`src/rtl/traffic_spawner_pkg.sv`:
```
// traffic_spawner_pkg: shared game constants, FSM state enum and lane geometry helper
package traffic_spawner_pkg;
  typedef enum logic [1:0] {S_IDLE, S_WAIT, S_DRIVE, S_FROZEN} state_t;
  localparam int GAME_SCREEN_H = 480;
  localparam int GAME_LANE_X0 = 200;
  localparam int GAME_LANE_PITCH = 80;
  localparam int GAME_TRAFFIC_W = 40;
  localparam int GAME_TRAFFIC_H = 60;
  localparam logic [15:0] LFSR_SEED = 16'hACE1;
  function automatic logic [9:0] lane_x(input logic [1:0] r, input int x0, input int pitch);
    return 10'(x0 + ((r == 2'd3) ? 0 : int'(r)) * pitch);
  endfunction
endpackage

```
`src/rtl/traffic_spawner_lfsr16.sv`:
```
// lfsr16: 16-bit Fibonacci LFSR (taps 16,14,13,11); ports clk, reset_n, en, state
module lfsr16
  import traffic_spawner_pkg::*;
(
  input  logic        clk,
  input  logic        reset_n,
  input  logic        en,
  output logic [15:0] state
);
  always_ff @(posedge clk or negedge reset_n)
    if (!reset_n) state <= LFSR_SEED;
    else if (en) state <= {state[14:0], state[15] ^ state[13] ^ state[12] ^ state[10]};
endmodule

```
`src/rtl/traffic_spawner.sv`:
```
// traffic_spawner: spawns/moves one obstacle; in clk reset_n frame_tick run restart collision, out traffic box/valid, passed, speed, crashed
module traffic_spawner
  import traffic_spawner_pkg::*;
#(
  parameter int SCREEN_H = GAME_SCREEN_H,
  parameter int LANE_X0 = GAME_LANE_X0,
  parameter int LANE_PITCH = GAME_LANE_PITCH,
  parameter int TRAFFIC_W = GAME_TRAFFIC_W,
  parameter int TRAFFIC_H = GAME_TRAFFIC_H,
  parameter int SPEED_INIT = 2,
  parameter int SPEED_MAX = 8,
  parameter int PASSES_PER_LEVEL = 4,
  parameter int SPAWN_GAP = 30
) (
  input  logic       clk,
  input  logic       reset_n,
  input  logic       frame_tick,
  input  logic       run,
  input  logic       restart,
  input  logic       collision,
  output logic [9:0] traffic_x,
  output logic [9:0] traffic_y,
  output logic [9:0] traffic_width,
  output logic [9:0] traffic_height,
  output logic       traffic_valid,
  output logic       passed,
  output logic [3:0] speed,
  output logic       crashed
);
  state_t state, state_nxt;
  logic [9:0] x_nxt, y_nxt;
  logic valid_nxt, passed_nxt;
  logic [3:0] speed_nxt;
  logic [7:0] pass_cnt, pass_nxt;
  logic [15:0] gap, gap_nxt;
  logic [15:0] lfsr;
  logic lfsr_unused;
  logic [10:0] y_sum;
  logic last_pass;
  lfsr16 u_lfsr (.clk(clk), .reset_n(reset_n), .en(1'b1), .state(lfsr));
  assign lfsr_unused = ^lfsr[15:2];
  assign traffic_width = 10'(TRAFFIC_W);
  assign traffic_height = 10'(TRAFFIC_H);
  // 11-bit sum so the bottom-edge test cannot wrap
  assign y_sum = {1'b0, traffic_y} + {7'd0, speed};
  assign last_pass = (pass_cnt + 8'd1) == 8'(PASSES_PER_LEVEL);
  always_comb begin
    state_nxt = state;
    x_nxt = traffic_x;
    y_nxt = traffic_y;
    valid_nxt = traffic_valid;
    passed_nxt = 1'b0;
    speed_nxt = speed;
    pass_nxt = pass_cnt;
    gap_nxt = gap;
    if (restart) begin
      state_nxt = S_IDLE;
      x_nxt = '0;
      y_nxt = '0;
      valid_nxt = 1'b0;
      speed_nxt = 4'(SPEED_INIT);
      pass_nxt = '0;
      gap_nxt = '0;
    end else begin
      case (state)
        S_IDLE: if (run) begin
          state_nxt = S_WAIT;
          gap_nxt = 16'(SPAWN_GAP);
        end
        S_WAIT: if (run && frame_tick) begin
          gap_nxt = gap - 16'd1;
          if (gap <= 16'd1) begin
            state_nxt = S_DRIVE;
            gap_nxt = '0;
            x_nxt = lane_x(lfsr[1:0], LANE_X0, LANE_PITCH);
            y_nxt = '0;
            valid_nxt = 1'b1;
          end
        end
        S_DRIVE: if (collision) state_nxt = S_FROZEN;
          else if (run && frame_tick) begin
            if (y_sum >= 11'(SCREEN_H)) begin
              state_nxt = S_WAIT;
              valid_nxt = 1'b0;
              passed_nxt = 1'b1;
              gap_nxt = 16'(SPAWN_GAP);
              pass_nxt = last_pass ? 8'd0 : pass_cnt + 8'd1;
              speed_nxt = (last_pass && speed != 4'(SPEED_MAX)) ? speed + 4'd1 : speed;
            end else y_nxt = y_sum[9:0];
          end
        default: ;
      endcase
    end
  end
  always_ff @(posedge clk or negedge reset_n)
    if (!reset_n) begin
      state <= S_IDLE;
      traffic_x <= '0;
      traffic_y <= '0;
      traffic_valid <= 1'b0;
      passed <= 1'b0;
      crashed <= 1'b0;
      speed <= 4'(SPEED_INIT);
      pass_cnt <= '0;
      gap <= '0;
    end else begin
      state <= state_nxt;
      traffic_x <= x_nxt;
      traffic_y <= y_nxt;
      traffic_valid <= valid_nxt;
      passed <= passed_nxt;
      crashed <= state_nxt == S_FROZEN;
      speed <= speed_nxt;
      pass_cnt <= pass_nxt;
      gap <= gap_nxt;
    end
endmodule

```
`config.mk`:
```
export PLATFORM = sky130hd
export DESIGN_NAME = traffic_spawner
export DESIGN_NICKNAME = d
export VERILOG_FILES = /design/src/rtl/traffic_spawner_pkg.sv /design/src/rtl/traffic_spawner_lfsr16.sv /design/src/rtl/traffic_spawner.sv
export SDC_FILE = /design/constraint.sdc
export NUM_CORES = 1
export LEC_CHECK = 0
export CORE_MARGIN = 2
export CORE_UTILIZATION = 40
export DETAILED_ROUTE_END_ITERATION = 8
export GPL_ROUTABILITY_DRIVEN = 0
export PLACE_DENSITY = 0.57
export SLEW_MARGIN = 20
export SYNTH_ARGS = -nofsm -noshare
export SYNTH_HDL_FRONTEND = slang
export SYNTH_HIERARCHICAL = 1
export SYNTH_SLANG_ARGS = --single-unit
```
`constraint.sdc`:
```
create_clock -name clk -period 5.44 [get_ports clk]
set_input_delay 0.816 -clock clk [delete_from_list [all_inputs] [get_ports clk]]
set_output_delay 0.816 -clock clk [all_outputs]
set_load 0.01 [all_outputs]
```
Yosys cells after proc, flatten, opt, wreduce, memory -nomap -nowiden
Index checks and enable logic that the tools add are counted.
{"block": "op_classes", "addsub": 5, "multipliers": 1, "order_cmp": 2, "eq_ne": 14, "muxes": 52, "bitwise": 3, "n_reduce_logical": 17}
{"cell": "$mux 16", "n": 7}
{"cell": "$mux 10", "n": 10}
{"cell": "$mux 8", "n": 6}
{"cell": "$pmux 16 s3", "n": 1}
{"cell": "$mux 4", "n": 6}
{"cell": "$ne 3x3->1 const B", "n": 7}
{"cell": "$pmux 10 s2", "n": 1}
{"cell": "$reduce_and 6->1", "n": 3}
{"cell": "$le 16x1->1 const B", "n": 1}
{"cell": "$mux 2", "n": 8}
{"cell": "$sub 16x1->16 const B", "n": 1}
{"cell": "$reduce_bool 2->1", "n": 6}
{"cell": "$add 10x4->11", "n": 1}
{"cell": "$ge 11x9->1 const B", "n": 1}
{"cell": "$mux 1", "n": 11}
{"cell": "$add 8x9->10 const A", "n": 1}
{"cell": "$add 8x1->8 const B", "n": 1}
{"cell": "$eq 8x3->1 const B", "n": 1}
{"cell": "$eq 2x2->1 const B", "n": 3}
{"cell": "$pmux 2 s3", "n": 1}
{"cell": "$mul 2x3->5 const B", "n": 1}
{"cell": "$reduce_and 5->1", "n": 1}
{"cell": "$add 4x1->4 const B", "n": 1}
{"cell": "$ne 4x4->1 const B", "n": 1}
{"cell": "10 further kinds", "n": 13}
{"block": "totals", "register_bits": 69, "input_bits": 6, "out_inout_bits": 47, "word_cells": 104}

Longest topological paths before layout
{"block": "logic_depth", "word_depth": 9, "depth_mapped": 10, "ltp_nobuf": 9}

Modules after synthesis
The synthesis kept the hierarchy.
{"mod": "traffic_spawner", "instances": 1, "cells_each": 367, "area_per_inst_um2": 3205.6, "seq_area_each_um2": 1227.4}
{"mod": "lfsr16", "instances": 1, "cells_each": 38, "area_per_inst_um2": 675.6, "seq_area_each_um2": 410.4}

Least setup slack after synthesis
Ideal clock, no wire load.
{"block": "synth_timing", "path_kind": "register to register", "startpoint": "reg speed[0]", "endpoint": "reg speed[0]", "setup_time_ps": 125, "t_arrival_ps": 2734, "required_time_ps": 5315, "path_slack_ps": 2581, "path_stages_with_launch": 10, "n_path_buf": 0, "synth_period_minus_slack_ps": 2859, "path_cell_list": "dfrtp_1 -> ha_1 -> inv_1 -> fa_1 -> nand2b_2 -> o2bb2ai_2 -> a311o_2 -> nor3_1 -> and3_1 -> mux2_2"}
{"block": "synth_via", "elab_chain_cells": 7, "elab_cells_between_ends": 14, "classes_between": "add/sub: 2; order compare: 1; eq/ne: 1; mux: 6; reduce/logical: 4"}
{"element": "from (decl)", "line": "traffic_spawner.sv:27", "source": "output logic [3:0] speed,"}
{"element": "from (signal assigned)", "line": "traffic_spawner.sv:103", "source": "speed <= 4'(SPEED_INIT);"}
{"element": "from (signal assigned)", "line": "traffic_spawner.sv:113", "source": "speed <= speed_nxt;"}
{"element": "parallel branches: the longest is 7 deep, another holds $add 10x4->11"}
Parallel ways; which one is timed is not known. The select of a mux whose other input is x is not followed.
A chain may end at the register's enable or synchronous reset.

Worst setup path in the final report
{"block": "layout_timing", "startpoint": "reg speed[0]", "endpoint": "reg pass_cnt[6]"}
{"block": "layout_via", "elab_chain_cells": 4}
{"element": "$add 10x4->11", "line": "traffic_spawner.sv:45", "source": "assign y_sum = {1'b0, traffic_y} + {7'd0, speed};"}
{"element": "$ge 11x9->1", "line": "traffic_spawner.sv:82", "source": "if (y_sum >= 11'(SCREEN_H)) begin"}
{"element": "$reduce_bool 2->1 (no source line)"}
{"element": "$reduce_and 4->1 (no source line)"}
{"element": "to (signal assigned)", "line": "traffic_spawner.sv:114", "source": "pass_cnt <= pass_nxt;"}
{"element": "to (decl)", "line": "traffic_spawner.sv:34", "source": "logic [7:0] pass_cnt, pass_nxt;"}
No other way between the ends.

==> results_dict.tcl <==
set metrics [dict create \
    status "complete, no violations" \
    slew_headroom 0.391 \
    placed_cells_incl_taps 547 \
    yosys-top-cells-area "dfrtp_1 36%, dfstp_2 6.1%, buf_4 4.6%, nand2_1 4.0%, a21oi_1 3.6%" \
    grt_pass1_vias 2839 \
    utilization 0.465 \
    dieArea_sq_um 10500 \
    ctsResizeCount 0 \
    wl_microns 8050 \
    required_ns 5.72 \
    synth_top_cell_by_area "dfrtp_1" \
    dr.pass1.iters 4 \
    clk_pin_slew_ns 0.08 \
    skew_ns 0.0169 \
    synth_compound_area_frac 0.193 \
    tns_ns 0 \
    viasPerCell 5.28 \
    setup_slack_ns 2.31 \
    cp_max_fo 17 \
    synth_mux_area_frac 0.0542 \
    synthDistinctLibCells 66 \
    hold_viol_final 0 \
    p_int_mw 0.913 \
    worst_hold_slack_ns 0.480 \
    setup_violations 0 \
    drc 0 \
    worst_ep_arrival_time_ns 3.41 \
    fin_cells 563 \
    finalCriticalPeriod_ns 3.13 \
    row_count 35 \
    wl_per_cell_microns 14.3 \
    synthArstFlopShare 1.00 \
    drtAntennaViolNets 0 \
    p_per_area_nw_per_um2 295 \
    fin_area_sq_um 4340 \
    slew_violations 0 \
    clock_path_buffers 2 \
    cts_hold_buffers 0 \
    r2r_slack_ns 2.31 \
    reg2reg_from "speed[0]" \
    clock_latency_ns 0.35 \
    io_buffers 28 \
    synth_adder_area_share 0.0406 \
    layout.nets 447 \
    power.switching_mw 0.368 \
    rr_worst_depth 9 \
    syn_area_per_cell_sq_um 9.58 \
    synth_warnings 6 \
    drive_gt1_frac 0.138 \
    power.leakage_nw 1.78 \
    grt-ovfl-total 0 \
    max_freq_mhz 319 \
    seq_power_share 0.490 \
    synthesis.area_sq_um 3880 \
    yosysMostFrequentCell "dfrtp_1" \
    post-cts-setup-buffers 0 \
    antenna_found_initial 0 \
    synth_commonest_cells "56 x dfrtp_1, 41 x nand2_1, 34 x nor2_1" \
    drt_iter0_drc 98 \
    area_growth_pct 11.8 \
    dp_hpwl_microns 5580 \
    worstHoldPathType "reg -> reg" \
    cts.sinks 65 \
    synth-simple-area-share 0.192 \
    io_pins 53 \
    r2r-end "pass_cnt[6]" \
    path_class "reg -> reg" \
    h-tree-depth 3 \
    cts-root-buf "clkbuf_8" \
    yosys_most_used_dff "dfrtp_1" \
    initial_core_util 0.416 \
    synthXorXnorAreaFrac 0.0113 \
    min-delay-start "gap[15]" \
    pwr-share-clk 0.331 \
    crit_path_end_kind "register" \
    dieHeight_microns 103 \
    grt.total_usage 0.161 \
    grt_pass1_wl_microns 13400 \
    hold_path_depth 1 \
    dp_slack_ns 2.27 \
    cts_tree "built" \
    maxCapViolations 0 \
    synthCells 405 \
    synth_top_area_frac 0.361 \
    rsz0062_at_grt "no" \
    core-area_sq_um 9330 \
    grt_start_max_net_pins 66 \
    cts_buffers 9 \
    place_area_sq_um 4140 \
    crit_path_start_kind "register" \
    peakVddDrop_v 0.000169 \
    ys_seq_elements 65 \
    period_share 0.576 \
    swShare 0.287 \
    report.power.total_mw 1.28 \
    tightest_slew_ns 0.910 \
    holdPathEnd "gap[15]" \
    pwr-share-comb 0.178 \
    vias 2970 \
    synth_edf_count 0 \
    ys_seq_area_frac 0.422 \
    synth_top_family_by_area "compound AO/OA/AOI/OAI gates" \
    n_antenna_cell 0 \
    die_w_microns 103 \
]
## critical path, cell delays in order (launching register included)
cell	delay [ns]
dfrtp_1	0.43
ha_1	0.22
inv_1	0.06
fa_1	0.42
nand2b_2	0.26
o2bb2ai_2	0.20
a311oi_4	0.42
nand3_2	0.32
or4_1	0.59
a21oi_1	0.16
## power by group through the flow
stage	Combinational (mW)	Clock [mW]	Sequential (mW)
6_report	0.229	0.424	0.628
2_1_floorplan	0.204	0	0.623
3_3_place_gp	0.226	0	0.636
4_1_cts	0.230	0.435	0.629
3_5_place_dp	0.227	0	0.638
5_1_grt	0.257	0.455	0.641
## worst max path at each step
stage | start | to | cells past startpoint | slack [ns]
after floorplan | speed[0] | speed[0] | 9 | 2.58
after CTS | speed[0] | pass_cnt[6] | 9 | 2.29
after detailed placement | restart | gap[15] | 7 | 2.27
after global routing | speed[0] | pass_cnt[6] | 9 | 2.03
final | speed[0] | pass_cnt[6] | 9 | 2.31
after global placement | restart | gap[6] | 7 | 2.28
## layout by cell type, fill, tap and decap left out, types with 3 or more instances in the layout
| master | netlist | routed |
|---|---|---|
| a21oi_1 | 28 | 28 |
| a221oi_1 | 3 | 3 |
| and2_1 | 4 | 4 |
| and3_1 | 3 | 3 |
| clkbuf_8 | 0 | 9 |
| clkdlybuf4s50_1 | 0 | 27 |
| conb_1 | 2 | 25 |
| dfrtp_1 | 56 | 56 |
| dfstp_2 | 9 | 9 |
| ha_1 | 11 | 11 |
| inv_1 | 14 | 14 |
| inv_6 | 0 | 3 |
| mux2_2 | 8 | 8 |
| mux2_4 | 8 | 8 |
| nand2_1 | 41 | 41 |
| nand2b_1 | 3 | 3 |
| nand3_1 | 11 | 11 |
| nand4_1 | 5 | 5 |
| nor2_1 | 34 | 34 |
| nor3_1 | 11 | 11 |
| nor4_1 | 6 | 6 |
| o211ai_1 | 6 | 6 |
| o21ai_0 | 25 | 25 |
| o21ai_1 | 9 | 9 |
| o22ai_1 | 3 | 3 |
| o2bb2ai_1 | 3 | 3 |
| o31ai_1 | 4 | 4 |
| or3_1 | 7 | 7 |
| or4_1 | 6 | 6 |
| xnor2_1 | 3 | 3 |
## cell families (layout without fill, tap and decap cells)
logic type	after synthesis	count (layout)
adders and majority gates	12	12
buffers and inverters	54	60
other	2	25
muxes	16	16
DFF	65	65
and+or+nand+nor	145	145
AOI/OAI and AO/OA	106	106
xor gates and xnor gates	5	5
## sequential cells by signal (all words and copies together) (netlist names)
name	flops
state	2
speed	4
pass_cnt	8
u_lfsr/state	16
crashed	1
passed	1
traffic_x	6
traffic_y	10
traffic_valid	1
gap	16
## layer usage
metal	GRT usage	routed length, microns	up-vias
met3	0.0271	239	7
met1	0.204	3860	1450
li1	-	-	1473
met5	0	0	-
met2	0.272	3850	40
met4	0.0667	97	0
## area by class of cell
| cell class | count | area [sq um] |
|---|---|---|
| Tap cell | 129 | 161 |
| Sequential cell | 65 | 1640 |
| Multi-Input combinational cell | 309 | 2000 |
| Timing Repair Buffer | 30 | 290 |
| Clock inverter | 7 | 75.1 |
| Fill cell | 888 | 4990 |
| Inverter | 14 | 52.6 |
| Clock buffer | 9 | 124 |
Power figures use the tool's default switching activity.
